===== config.mk =====
export PLATFORM = sky130hd
export DESIGN_NAME = cpu_sequencer
export DESIGN_NICKNAME = d
export VERILOG_FILES = /design/src/rtl/cpu_pkg.sv /design/src/rtl/mem_wait_timer.sv /design/src/rtl/cpu_sequencer.sv
export SDC_FILE = /design/constraint.sdc
export NUM_CORES = 1
export LEC_CHECK = 0
export CAP_MARGIN = 15
export CORE_MARGIN = 4
export CORE_UTILIZATION = 44
export DETAILED_ROUTE_END_ITERATION = 7
export PLACE_DENSITY = 0.89
export REMOVE_ABC_BUFFERS = 1
export SETUP_SLACK_MARGIN = 0.15
export SKIP_CTS_REPAIR_TIMING = 1
export SYNTH_ARGS = -nofsm -noshare
export SYNTH_HDL_FRONTEND = slang
export SYNTH_HIERARCHICAL = 1
export SYNTH_SLANG_ARGS = --single-unit

===== constraint.sdc =====
create_clock -name clk -period 3.4 [get_ports clk]
set_clock_uncertainty 0.1 [all_clocks]
set_input_delay 0.68 -clock clk [delete_from_list [all_inputs] [get_ports clk]]
set_output_delay 0.68 -clock clk [all_outputs]
set_load 0.02 [all_outputs]

===== src/rtl/cpu_pkg.sv =====
// Shared encodings for the accumulator CPU sequencer:
// state codes, opcodes and ALU operation selects.
package cpu_pkg;

  typedef enum logic [3:0] {
    S_IDLE    = 4'd0,
    S_ADDR    = 4'd1,
    S_FETCH   = 4'd2,
    S_INC     = 4'd3,
    S_DEC     = 4'd4,
    S_OPADDR  = 4'd5,
    S_OPREAD  = 4'd6,
    S_EXEC    = 4'd7,
    S_HALT    = 4'd8,
    S_ERR     = 4'd9
  } state_t;

  localparam logic [3:0] OP_NOP = 4'h0;
  localparam logic [3:0] OP_LDA = 4'h1;
  localparam logic [3:0] OP_ADD = 4'h2;
  localparam logic [3:0] OP_SUB = 4'h3;
  localparam logic [3:0] OP_OUT = 4'h4;
  localparam logic [3:0] OP_JMP = 4'h5;
  localparam logic [3:0] OP_JZ  = 4'h6;
  localparam logic [3:0] OP_HLT = 4'hF;

  localparam logic [1:0] ALU_PASS = 2'b00;
  localparam logic [1:0] ALU_ADD  = 2'b01;
  localparam logic [1:0] ALU_SUB  = 2'b10;

endpackage


===== src/rtl/mem_wait_timer.sv =====
// Counts memory wait cycles; expired flags the last
// cycle in which an acknowledge is still accepted.
module mem_wait_timer #(
  parameter int unsigned MEM_TIMEOUT = 15
) (
  input  logic clk,
  input  logic reset_p,
  input  logic clear,
  input  logic count_en,
  output logic expired
);

  logic [3:0] count;

  always_ff @(posedge clk) begin
    if (reset_p || clear) begin
      count <= '0;
    end else if (count_en) begin
      count <= count + 4'd1;
    end
  end

  assign expired = (count == 4'(MEM_TIMEOUT - 1));

endmodule


===== src/rtl/cpu_sequencer.sv =====
// Control sequencer for a small accumulator CPU:
// fetch / decode / execute FSM with memory timeout.
module cpu_sequencer
  import cpu_pkg::*;
#(
  parameter int unsigned MEM_TIMEOUT = 15
) (
  input  logic       clk,
  input  logic       reset_p,
  input  logic       run,
  input  logic [3:0] ir_opcode,
  input  logic       zero_flag,
  input  logic       mem_ack,
  output logic       pc_inc,
  output logic       load_pc,
  output logic       pc_rd_en,
  output logic       mar_load,
  output logic       mem_rd,
  output logic       ir_load,
  output logic       ir_rd_en,
  output logic       acc_load,
  output logic [1:0] alu_op,
  output logic       out_load,
  output logic       halted,
  output logic       err,
  output logic [3:0] state_out
);

  state_t state, state_nx;
  logic   in_wait;
  logic   expired;
  logic   is_jump;

  assign in_wait = (state == S_FETCH) ||
                   (state == S_OPREAD);
  assign is_jump = (ir_opcode == OP_JMP) ||
                   (ir_opcode == OP_JZ);

  // Counter rests at zero outside the two read
  // states, so entering either starts a fresh count.
  mem_wait_timer #(
    .MEM_TIMEOUT (MEM_TIMEOUT)
  ) u_timer (
    .clk      (clk),
    .reset_p  (reset_p),
    .clear    (!in_wait),
    .count_en (in_wait && !mem_ack),
    .expired  (expired)
  );

  always_ff @(posedge clk) begin
    if (reset_p) begin
      state <= S_IDLE;
    end else begin
      state <= state_nx;
    end
  end

  always_comb begin
    state_nx = state;
    unique case (state)
      S_IDLE:   if (run) state_nx = S_ADDR;
      S_ADDR:   state_nx = run ? S_FETCH : S_IDLE;
      S_FETCH: begin
        if (mem_ack)      state_nx = S_INC;
        else if (expired) state_nx = S_ERR;
      end
      S_INC:    state_nx = S_DEC;
      S_DEC: begin
        unique case (ir_opcode)
          OP_LDA, OP_ADD, OP_SUB:
            state_nx = S_OPADDR;
          OP_OUT, OP_JMP:
            state_nx = S_EXEC;
          OP_JZ:
            state_nx = zero_flag ? S_EXEC : S_ADDR;
          OP_HLT:
            state_nx = S_HALT;
          default:
            state_nx = S_ADDR;
        endcase
      end
      S_OPADDR: state_nx = S_OPREAD;
      S_OPREAD: begin
        if (mem_ack)      state_nx = S_ADDR;
        else if (expired) state_nx = S_ERR;
      end
      S_EXEC:   state_nx = S_ADDR;
      S_HALT:   state_nx = S_HALT;
      S_ERR:    state_nx = S_ERR;
      default:  state_nx = S_ERR;
    endcase
  end

  always_comb begin
    pc_inc   = 1'b0;
    load_pc  = 1'b0;
    pc_rd_en = 1'b0;
    mar_load = 1'b0;
    mem_rd   = 1'b0;
    ir_rd_en = 1'b0;
    out_load = 1'b0;
    halted   = 1'b0;
    err      = 1'b0;
    unique case (1'b1)
      (state == S_ADDR): begin
        pc_rd_en = 1'b1;
        mar_load = 1'b1;
      end
      (state == S_FETCH):  mem_rd = 1'b1;
      (state == S_INC):    pc_inc = 1'b1;
      (state == S_OPADDR): begin
        ir_rd_en = 1'b1;
        mar_load = 1'b1;
      end
      (state == S_OPREAD): mem_rd = 1'b1;
      (state == S_EXEC): begin
        ir_rd_en = is_jump;
        load_pc  = is_jump;
        out_load = (ir_opcode == OP_OUT);
      end
      (state == S_HALT):   halted = 1'b1;
      (state == S_ERR):    err = 1'b1;
      default: ;
    endcase
  end

  assign ir_load  = (state == S_FETCH) && mem_ack;
  assign acc_load = (state == S_OPREAD) && mem_ack;

  always_comb begin
    alu_op = ALU_PASS;
    if (acc_load) begin
      unique case (ir_opcode)
        OP_ADD:  alu_op = ALU_ADD;
        OP_SUB:  alu_op = ALU_SUB;
        default: alu_op = ALU_PASS;
      endcase
    end
  end

  assign state_out = state;

endmodule


==> impl_results.md, run 1 <==
- Run status: finished clean
- Count of TritonRoute iterations in the first routing pass: 4
- Core area: roughly 0.0013 mm²
- Overall fraction of global-route tracks in use: between 10% and 20%
- Crit path setup slack, layout: between 300 and 400 ps
- Setup slack at placement: between 300 and 400 ps
- Mapped Area: 628 µm²
- Unrepaired setup endpoints after global routing: no
- Fin nets: 120
- Worst min path class: flip-flop to flip-flop
- Share of the clock period used by the worst path: 89.4%
- Overflow left after global routing: 0
- Antenna violation net count after detailed routing: 0
- DIE HEIGHT: 45.8 µm
- Sw Share: about 29%
- TritonCTS clock tree: done
- Leak: approximately 0.31 nW
- Total wirelength of the detailed-routed design: 1760 µm
- Clock Pin Slew Worst Setup and Hold Paths: around 50 ps
- Register-to-Register Path Depth: 5
- Relative contribution of combinational cells to total power: 24.3%
- Final setup violation count: 0
- Mean cell area of the mapped netlist: approximately 7.6 µm²
- Maximum number of pins on one net before global-route repair: 16
- Area share of the largest cell type after synthesis: about a quarter
- Share of flip-flops with an asynchronous set or reset after synthesis: 0%
- Total number of placement rows: 13
- Minimum hold slack: approximately 430 ps
- Arr. time, crit path: approximately 2300 ps
- CTS Buf Count: 3
- Depth of the worst hold-timing path: 2
- Worst r2r src: state_out[1]
- Worst R2R End: u_timer/count[3]
- Number of slew-limit violations in the final report: 0
- Startpoint kind of the worst setup timing path: input pin
- Min-Delay Startpoint: u_timer/count[1]
- Worst max-slew margin expressed relative to the limit: 65.4%
- Internal power consumption: roughly 0.16 mW
- Seq cells post-synth: 8
- Register-to-register setup slack: around 1400 ps
- Cell accounting for the most synthesized area: dfxtp_1
- RePlAce Congestion: a little over 0.8
- Share of post-route cells with drive strength above 1: under 10%
- Total clock sinks: 8
- Total net switching power: 0.0669 mW
- Most common flop cell mapped by yosys: dfxtp_1
- Wire length of the first global-routing pass: just under 3000 µm
- Antenna diode count: 0
- Worst path required time: approximately 2600 ps
- Tightest Pin Transition: ~520 ps
- DRC marker count from the first detailed-route iteration: 22
- Area of placed instances: roughly 870 µm²
- Critical Path Sink Type: primary output
- Clk network pwr share: between 30% and 40%
- Root buffer selected by CTS: clkbuf_4
- Number of flops mapped to enable cells by yosys: 0
- Final setup TNS: 0 ps
- Largest fanout of any net on the critical path: 4
- Antenna violations before repair: 0
- Post-route cell area: around 900 µm²
- Hold EP: u_timer/count[1]
- Total vias in the final route: roughly 720
- Final Critical Period: 3040 ps
- Sequential area share after synthesis: roughly 25%
- Chip width: around 46 µm
- Clock tree buffer depth: 2
- Highest clock frequency the design can meet: between 0.3 and 0.4 GHz
- Buffers on Ports: 25
- Power per cell area: between 200 and 300 mW/mm²
- Number of violations of the max-capacitance limit: 0
- Yosys warning count: 6
- DPL Wire Length: approximately 1300 µm
- Cell count after synthesis: a little over 80
- Routed WL per cell: 14.4 µm
- Most common cell in the netlist: nor2_1
- Filler cell count: approximately 110
- Vias per std cell: 5.93
- Synth cell types: 37
- # H-tree levels: 1
- Area Growth Syn to Fin: 42.6%
- DRC violation count after routing: 0
- Io pins: 26
- Vias in the first global route: roughly 660
- Area contributors post-synth: dfxtp_1 (25%), nor2_1 (7.2%), nor3_1 (5.6%)
- Ranking of synthesized cells by instance count: nor2_1 (12), dfxtp_1 (8), nor3_1 (7)
- Floorplan die area: 0.00210 mm²
- Worst supply voltage drop on vdd: 0.172 mV
- Clock network latency to the later pin of the worst-skew pair: between 200 and 300 ps
- Sequential group share of total power: a little over two fifths
- Initial core utilization: approximately 48%
- Crit path kind: input pin to primary output
- Count of endpoints failing hold in the final timing report: 0
layout make-up:
class / count / area (µm²) / area share, %
multi-input combinational: 63 / 414 / 46.2
timing repair buffer: 25 / 250 / 27.9
sequential: 8 / 160 / 17.9
inverter: 8 / 30.0 / 3.35
clock buffer: 3 / 22.5 / 2.51
tap: 15 / 18.8 / 2.09
cells by family (layout without fill, tap and decap cells):
logic type,count (synthesis),count (layout),share of synthesized area (%)
DFF,8,8,25.5
AOI/OAI and AO/OA,17,17,19.1
buffers and inverters,12,36,8.57
xor gates and xnor gates,2,2,2.79
adders and majority gates,2,2,3.98
muxes,1,1,1.79
and+or+nand+nor,41,41,38.2
stage by stage:
stage               cells  power (mW)  util, %
floorplan              79       0.130        -
global placement      119       0.157     66.3
detailed placement    119       0.159     66.3
CTS                   122       0.233     68.0
global route          122       0.243     68.0
finish                122       0.231     68.0
power by group through the flow:
stage	registers, mW	clock network, mW	logic [mW]
detailed placement	0.103	0	0.0558
floorplan	0.104	0	0.0259
global placement	0.103	0	0.0545
finish	0.101	0.0731	0.0562
global route	0.102	0.0812	0.0603
CTS	0.101	0.0763	0.0560
how the worst max path moves through the flow:
stage | startpoint | endpoint | slack [ps]
final | ir_opcode[3] | out_load | 360
after global routing | state_out[2] | out_load | 220
after CTS | mem_ack | alu_op[1] | 360
after detailed placement | mem_ack | alu_op[1] | 360
after global placement | ir_opcode[3] | out_load | 370
after floorplan | state_out[2] | out_load | 1050
registers in the layout, indices dropped and copies added, names as in the netlist:
| name | count |
|---|---|
| u_timer/count | 4 |
| state_out | 4 |
worst max-delay path, cell delays in order:
cell	delay, ps
clkdlybuf4s50_1	450
nor2_1	150
nand4_1	170
nor3_1	170
clkdlybuf4s50_1	630
placed cells by master, fill, tap and decap left out, types with 2 or more instances in the layout:
master           count
inv_2                2
a21oi_1              4
nor3b_1              3
nand3b_1             2
a311oi_1             2
inv_1                6
nor2_1              12
xnor2_1              2
clkbuf_4             3
nand2b_1             3
nor3_1               7
ha_1                 2
clkdlybuf4s50_1     25
nand2_1              2
o21ai_0              2
nand3_1              2
dfxtp_1              8
nand4_1              2
metal layers:
layer / up-vias / track usage, % / routed length, µm
li1: 351 / - / -
met1: 347 / 24.8 / 780
met2: 23 / 30.6 / 876
met3: 2 / 7.11 / 93
met4: 0 / 4.55 / 8
met5: - / 0 / 0
No activity file was read; power rests on OpenSTA's default activity.
==> run 2: changes to the inputs <==
--- a/config.mk
+++ b/config.mk
@@ -6,12 +6,10 @@
 export NUM_CORES = 1
 export LEC_CHECK = 0
 export CAP_MARGIN = 15
-export CORE_MARGIN = 4
 export CORE_UTILIZATION = 44
 export DETAILED_ROUTE_END_ITERATION = 7
 export PLACE_DENSITY = 0.89
 export REMOVE_ABC_BUFFERS = 1
-export SETUP_SLACK_MARGIN = 0.15
 export SKIP_CTS_REPAIR_TIMING = 1
 export SYNTH_ARGS = -nofsm -noshare
 export SYNTH_HDL_FRONTEND = slang
==> run 2 against run 1 <==
  * Via count decreased by 1.2%
  * Core utilization up 0.57 points
  * Clock-buffer cell count stayed put
  * Sequential share of layout area fell by 0.15 points
  * Die area is 24% lower
  * Sequential cell count is the same
  * Clock power shrank 1%
  * Critical endpoint is now ir_rd_en
==> impl_results.md, run 2 (synthesis results as in run 1) <==
- Antenna violations before repair: 0 (unchanged)
- Antenna diode count: 0 (unchanged)
- Highest clock frequency the design can meet: 0.327 GHz (-0.61%)
- Routed WL per cell: 12.7 µm (-12%)
- CTS Buf Count: 3 (unchanged)
- Io pins: 26 (unchanged)
- Buffers on Ports: 25 (unchanged)
- Global routing met3 resource utilization: 8.52% (+1.4 points)
- Wire length of the first global-routing pass: 2320 µm (-20%)
- Chip width: 39.8 µm (-13%)
- Total vias in the final route: 714 (-1.2%)
- Register-to-register setup slack: 1460 ps (+30 ps)
- Clock tree buffer depth: 2 (unchanged)
- Number of violations of the max-capacitance limit: 0 (unchanged)
- Clock network latency to the later pin of the worst-skew pair: 260 ps (about the same)
- Leading cell type in the layout, fill and taps excluded: clkdlybuf4s50_1
- Cell breakdown of the critical path: clkdlybuf4s50_1 > nor2_1 > nand4_1 > o22ai_1 > clkdlybuf4s50_1
- Tightest Pin Transition: 481 ps (-37.1 ps)
- Antenna violation net count after detailed routing: 0 (unchanged)
- Final setup TNS: 0 ps (unchanged)
- Share of the clock period used by the worst path: 90.0% (+0.55 points)
- Dominant cell type by count on the critical path: clkdlybuf4s50_1
- Count of endpoints failing hold in the final timing report: 0 (unchanged)
- Leak: 0.313 nW (+1.8%)
- Area of placed instances: 881 µm² (+0.86%)
- # H-tree levels: 1 (unchanged)
- Commonest non-fill, non-tap cells in the layout: clkdlybuf4s50_1 (25), nor2_1 (12), dfxtp_1 (8)
- Maximum number of pins on one net before global-route repair: 15 (-1)
- Total clock sinks: 8 (unchanged)
- RePlAce Congestion: 0.876 (+7.0%)
- Met2 demand-to-capacity share in global routing: 31.1% (+0.51 points)
- Overall power: 0.229 mW (-0.87%)
- Final setup violation count: 0 (unchanged)
- Core area: 0.00132 mm² (unchanged)
- Total number of placement rows: 13 (unchanged)
- DIE HEIGHT: 39.8 µm (-13%)
- Largest incremental delay on the critical path: 640 ps (about the same)
- Critical-path cell with the highest stage delay: clkdlybuf4s50_1
- Worst min path class: flip-flop to flip-flop
- Area Growth Syn to Fin: 43.8%
- Run status: finished clean
- Largest fanout of any net on the critical path: 4 (unchanged)
- Post-route cell area: 903 µm² (+0.84%)
- Vias per std cell: 5.80 (-2.0%)
- Startpoint kind of the worst setup timing path: input pin
- Worst supply voltage drop on vdd: 0.203 mV (+18%)
- Overall fraction of global-route tracks in use: 21.8% (+2.5 points)
- Overflow left after global routing: 0 (unchanged)
- Initial core utilization: 47.7% (unchanged)
- Number of slew-limit violations in the final report: 0 (unchanged)
- Crit path kind: input pin to primary output
- Worst path required time: 2620 ps (about the same)
- Unrepaired setup endpoints after global routing: no
- Family with the most delay on the worst path: buffers and inverters
- Worst max-slew margin expressed relative to the limit: 67.9% (+2.5 points)
- Minimum hold slack: 432 ps (+2.60 ps)
- DRC violation count after routing: 0 (unchanged)
- Arr. time, crit path: 2280 ps (+20 ps)
- Clock Pin Slew Worst Setup and Hold Paths: 50 ps (about the same)
- Critical path buffers and inverters: 2 (unchanged)
- Total wirelength of the detailed-routed design: 1570 µm (-11%)
- Floorplan die area: 0.00158 mm² (-24%)
- TritonCTS clock tree: done
- Fin nets: 121 (+0.83%)
- Critical Path Sink Type: primary output
- GR peak layer: met2
- Final Critical Period: 3060 ps (+18.8 ps)
- Met1 Resource Use GR: 31.1% (+6.3 points)
- DRC marker count from the first detailed-route iteration: 18 (-18%)
- DPL Wire Length: 1220 µm (-7.9%)
- Power per cell area: 253 mW/mm² (-1.7%)
- Root buffer selected by CTS: clkbuf_4
- Share of post-route cells with drive strength above 1: 8.33% (+0.86 points)
- Vias in the first global route: 522 (-21%)
- Count of TritonRoute iterations in the first routing pass: 4 (unchanged)
==> run 2: cell types whose count changed in the layout (fill, tap and decap cells not counted) <==
cell | previous run | this run
buf_4 | 0 | 1
==> run 2: worst paths after layout <==
path | startpoint | end | cells after the start
max | ir_opcode[3] | ir_rd_en | 5
min | u_timer/count[1] | u_timer/count[1] | 2
max reg2reg | state_out[1] | u_timer/count[3] | 5
min reg2reg | u_timer/count[1] | u_timer/count[1] | 2
==> run 2: worst register-to-register path, stage by stage, from the launching register on <==
cell and delay, ps:
dfxtp_1 520, nor3b_4 290, inv_2 90, nor2_1 340, nand4_1 160, mux2_1 330
==> run 2: per-stage QoR <==
stage          std cells  setup slack [ps]  util (%)
2_1_floorplan         79              1050         -
3_3_place_gp         120               378      66.9
3_5_place_dp         120               349      66.9
4_1_cts              123               341      68.6
5_1_grt              123               252      68.6
6_report             123               341      68.6
==> run 2: power by group <==
| part | internal (mW) | switching (mW) | total (mW) | leakage, nW |
|---|---|---|---|---|
| sequential | 0.0957 | 0.00499 | 0.101 | 0.0647 |
| combinational | 0.0278 | 0.0281 | 0.0559 | 0.234 |
| clock | 0.0404 | 0.0318 | 0.0722 | 0.0138 |
| total | 0.164 | 0.0649 | 0.229 | 0.313 |
==> run 2: final cells by class <==
cell class	count	area, µm²
flip-flops and latches	8	160
well taps	15	18.8
repair buffers	26	258
inverters	8	30.0
fillers	108	414
multi-input cells	63	414
clock buffers	3	22.5
==> run 2: layer usage <==
metal	share of wire [%]	wire length [µm]	vias up
met5	0	0	-
met4	1.2	19	0
met3	5.1	80	2
met2	46	727	22
met1	47	739	335
li1	-	-	355
